<file path="src/rtl/maxpool2x2_stream.sv">
// rtl/maxpool2x2_stream.sv - streaming 2x2/stride-2 signed max-pool over a raster feature map
// Even rows park pair maxima in a half-width row buffer; odd rows combine with it and emit.
module maxpool2x2_stream #(
  parameter int DATA_WIDTH = 32,
  parameter int IMG_WIDTH  = 26,
  parameter int IMG_HEIGHT = 26
) (
  input  logic                         clk_i,
  input  logic                         rst_ni,
  input  logic                         clear_i,
  input  logic signed [DATA_WIDTH-1:0] in_data,
  input  logic                         valid_in,
  output logic                         ready_in,
  output logic signed [DATA_WIDTH-1:0] out_data,
  output logic                         valid_out,
  input  logic                         ready_out,
  output logic                         frame_done
);

  localparam int COL_W = $clog2(IMG_WIDTH);
  localparam int ROW_W = $clog2(IMG_HEIGHT);
  localparam int BUF_N = IMG_WIDTH / 2;
  localparam int BUF_W = (BUF_N > 1) ? $clog2(BUF_N) : 1;

  if (IMG_WIDTH < 2 || (IMG_WIDTH % 2) != 0 || IMG_HEIGHT < 2 || (IMG_HEIGHT % 2) != 0) begin : g_bad_geometry
    $error("maxpool2x2_stream: IMG_WIDTH and IMG_HEIGHT must be even and at least 2");
  end

  typedef enum logic {
    EVEN_ROW = 1'b0,
    ODD_ROW  = 1'b1
  } row_state_e;

  row_state_e                   state_q, state_d;
  logic [COL_W-1:0]             col_q, col_d;
  logic [ROW_W-1:0]             row_q, row_d;
  logic signed [DATA_WIDTH-1:0] h_q, h_d;
  logic signed [DATA_WIDTH-1:0] out_q, out_d;
  logic                         vld_q, vld_d;
  logic                         last_q, last_d;

  logic signed [DATA_WIDTH-1:0] buf_q [BUF_N];
  logic                         buf_we;
  logic [BUF_W-1:0]             buf_idx;
  logic signed [DATA_WIDTH-1:0] buf_rd;
  logic signed [DATA_WIDTH-1:0] pair_max;
  logic signed [DATA_WIDTH-1:0] quad_max;
  logic                         in_fire;
  logic                         out_fire;
  logic                         col_last;
  logic                         row_last;

  assign ready_in   = !vld_q || ready_out;
  assign in_fire    = valid_in && ready_in;
  assign out_fire   = vld_q && ready_out;
  assign col_last   = (col_q == COL_W'(IMG_WIDTH - 1));
  assign row_last   = (row_q == ROW_W'(IMG_HEIGHT - 1));
  assign buf_idx    = BUF_W'(col_q >> 1);
  assign buf_rd     = buf_q[buf_idx];
  assign pair_max   = (in_data > h_q) ? in_data : h_q;
  assign quad_max   = (buf_rd > pair_max) ? buf_rd : pair_max;

  assign out_data   = out_q;
  assign valid_out  = vld_q;
  assign frame_done = out_fire && last_q && !clear_i;

  always_comb begin
    state_d = state_q;
    col_d   = col_q;
    row_d   = row_q;
    h_d     = h_q;
    out_d   = out_q;
    last_d  = last_q;
    vld_d   = vld_q && !out_fire;
    buf_we  = 1'b0;

    if (in_fire) begin
      if (!col_q[0]) begin
        h_d = in_data;
      end else if (state_q == EVEN_ROW) begin
        buf_we = 1'b1;
      end else begin
        // ready_in guarantees any previously held result leaves this same cycle
        out_d  = quad_max;
        vld_d  = 1'b1;
        last_d = row_last && col_last;
      end

      if (col_last) begin
        col_d   = '0;
        row_d   = row_last ? '0 : row_q + 1'b1;
        state_d = (state_q == EVEN_ROW) ? ODD_ROW : EVEN_ROW;
      end else begin
        col_d = col_q + 1'b1;
      end
    end

    if (clear_i) begin
      col_d   = '0;
      row_d   = '0;
      state_d = EVEN_ROW;
      vld_d   = 1'b0;
      last_d  = 1'b0;
      buf_we  = 1'b0;
    end
  end

  always_ff @(posedge clk_i or negedge rst_ni) begin
    if (!rst_ni) begin
      state_q <= EVEN_ROW;
      col_q   <= '0;
      row_q   <= '0;
      h_q     <= '0;
      out_q   <= '0;
      vld_q   <= 1'b0;
      last_q  <= 1'b0;
    end else begin
      state_q <= state_d;
      col_q   <= col_d;
      row_q   <= row_d;
      h_q     <= h_d;
      out_q   <= out_d;
      vld_q   <= vld_d;
      last_q  <= last_d;
    end
  end

  // Row buffer is deliberately unreset: every entry is rewritten by an even row before use.
  always_ff @(posedge clk_i) begin
    if (buf_we) begin
      buf_q[buf_idx] <= pair_max;
    end
  end

endmodule
</file>
<file path="config.mk">
export PLATFORM = sky130hd
export DESIGN_NAME = maxpool2x2_stream
export DESIGN_NICKNAME = d
export VERILOG_FILES = /design/src/rtl/maxpool2x2_stream.sv
export SDC_FILE = /design/constraint.sdc
export NUM_CORES = 1
export LEC_CHECK = 0
export CAP_MARGIN = 20
export CORE_MARGIN = 3
export CORE_UTILIZATION = 25
export CTS_BUF_LIST = sky130_fd_sc_hd__clkbuf_8 sky130_fd_sc_hd__clkbuf_16
export DETAILED_ROUTE_END_ITERATION = 8
export PLACE_DENSITY_LB_ADDON = 0.1
export SLEW_MARGIN = 30
export SYNTH_ARGS = -nofsm -noshare
export SYNTH_HDL_FRONTEND = slang
export SYNTH_SLANG_ARGS = --single-unit
</file>
<file path="constraint.sdc">
create_clock -name clk_i -period 4.5 [get_ports clk_i]
set_input_delay 0.675 -clock clk_i [delete_from_list [all_inputs] [get_ports clk_i]]
set_output_delay 0.675 -clock clk_i [all_outputs]
set_load 0.02 [all_outputs]
</file>
==> flow_summary.ini <==
[setup_path]
crit_path_max_incr_delay_ps = 370
cp_num_buf_inv = 8
crit_type = reg -> reg
cp.required_ps = 5020
end_kind = flip-flop
cp-start-kind = flip-flop
cp_top_family = simple AND/OR/NAND/NOR gates
cp_max_fo = 6
worst_path_max_delay_cell = dfrtp_1
worstPathArrival_ps = 5160
crit_chain = inv_2, ha_4, nand4_1, nor4_4, buf_4, buf_12, nand3_4, nand3_4, buf_12, buf_16, o22ai_1, nand2_1, o211ai_4, ha_4, and4_1, nand4_1, buf_6, nor4_4, a211oi_2, buf_4, mux2_4, clkbuf_16, o2111ai_2, a21oi_1

[sta]
setup_viol = 32
slew_viol_final = 0
period_share_pct = 103
worst_slack_ps = -141
grt_setup_unrepaired = true
setup-tns-final_ps = -3310
hold_violations = 0
hold_slack_ps = 101
fmax_ghz = 0.215
skew_ps = 34.7
slew_headroom_pct = 40.3
worst_pin_slew_ps = 895
period_minus_slack_ps = 4640

[logic_synthesis]
yosysSeqAreaShare_pct = 65.8
ys_warn_count = 0
synth_flop_cell = edfxtp_1
syn-mean-instance-area_um2 = 16.3
syn_inst = 1340
synth_cell_types = 56
netlist.area_leader.share_pct = 57.0
synth-edff-count = 416
syn-num-nets = 1445
ys_ff_latch = 493
synthTopCellsByArea = edfxtp_1 (57%), mux4_2 (13%), dfrtp_1 (8.8%)
synth_largest_area_cell = edfxtp_1
synth_area_um2 = 21900
async_flop_share_pct = 15.6

[detailed_routing]
routedWlPerCell_um = 22.4
drtPass1Iterations = 5
drt_iter0_drc = 667
num_vias = 13452
routed_wl_mm = 65.8
drc_errors = 0
viasPerCell = 4.58
ant_nets = 0

[finish]
final_common_cell = edfxtp_1
fin_area_um2 = 30100
final_core_util_pct = 35.0
areaGrowthSynthToFinish_pct = 37.4
seq_area_um2 = 14400
nNetsFinal = 1853
nFillCells = 8272
drive_gt1_share_pct = 44.5
multi_input_area_um2 = 8150
most-common-layout-cells = edfxtp_1 (416), buf_4 (297), mux4_2 (128), nand2_1 (80), dfrtp_1 (73)
antennaDiodeCount = 0
final_cells = 2934

[placement]
dp.final_hpwl_mm = 42.4
io_buffers = 71
gp_congestion = 0.790
placed_area_um2 = 25900
pre_cts_ws_ps = -1190
placed_cells = 2723

[grt]
grt_max_degree = 47
antenna_found_initial = 0
grtUsageTotal_pct = 14.3
grt_pass1_wl_mm = 96.6
grt_pass1_vias = 14204
grt_overflow = 0

[job]
cap_violations = 0

[status]
violations = setup timing
outcome = complete, but fails checks

[die]
ios = 72
coreArea_um2 = 85900
initial_utilization_pct = 25.5
fp.dieW_um = 302
die_area_um2 = 91200
die_h_um = 302
fp-row-count = 107

[power]
vdd_ir_drop_max_mv = 0.297
p_leak_nw = 10.5
power.density_nw_per_um2 = 535
total_power_mw = 16.1

[clock_tree]
htree_levels = 2
clock_path_buffers = 3
cts_tree = built
clk_latency_ps = 620
cts_sinks = 493
root_buffer = clkbuf_16
path_clk_slew_ps = 60
numCtsBuffers = 57

[worst_hold_path]
hold_class = in -> async
-- report_power, final --
group	switching [mW]	total (mW)	internal [mW]
Clock	1.89	4.64	2.75
Sequential	0.224	5.87	5.65
Combinational	2.90	5.59	2.69
-- state kept, by name, summed over array words and instances (netlist names) --
register,flops
last_q,1
state_q,1
out_data,32
valid_out,1
col_q,5
buf_q,416
h_q,32
row_q,5
-- synth_stat cells, types with 7 or more instances --
cell         n
o2111ai_1   32
mux4_2     128
a21oi_1     93
o211ai_2    30
o21ai_0     46
o21ai_2     31
buf_2       20
nand2_1     85
edfxtp_1   416
ha_1        68
inv_1       69
buf_6       10
clkbuf_1    35
nand2b_1     7
nand4_1     12
dfrtp_1     77
nand3_1     15
nor3_1      10
nor2_1      49
o22ai_1     32
-- cell families (layout without fill, tap and decap cells) --
group                      Yosys count  in the layout  synth area share [%]
DFF                                493            493                  65.8
buffers and inverters              151            601                  3.15
adders and majority gates           68             68                  3.89
and+or+nand+nor                    203            203                  4.35
AOI/OAI and AO/OA                  292            292                  9.35
muxes                              133            133                  13.4
-- cell type report --
class	count	area share (%)
Clock inverter	42	1.23
Multi-Input combinational cell	696	27.1
Timing Repair inverter	1	0.0249
Sequential cell	493	48.0
Timing Repair Buffer	425	13.1
Tap cell	1144	4.76
Inverter	74	0.944
Clock buffer	59	4.91
-- what timing repair did --
item,4_1_cts,5_1_grt
setup buffers,77,29
hold buffers,0,0
gates resized for setup,152,98
endpoints found under the setup margin,32,45
gates cloned,9,3
pin swaps,77,74
-- per-layer routing --
layer / global-route usage (%) / part of all wire (%)
met1: 19.3 / 45
met3: 2.24 / 3.3
met2: 24.1 / 49
met5: 0 / 0
met4: 3.52 / 2.1
-- final timing paths --
kind,startpoint,endpoint,slack (ps),cells past startpoint
max,h_q[22],out_data[31],-140,24
min,rst_ni,row_q[3],100,1
max reg2reg,h_q[22],out_data[31],-140,24
min reg2reg,last_q,last_q,530,2
max in group asynchronous,rst_ni,h_q[6],3420,2
min in group clk_i,last_q,last_q,530,2
(Power assumes the default switching activity.)
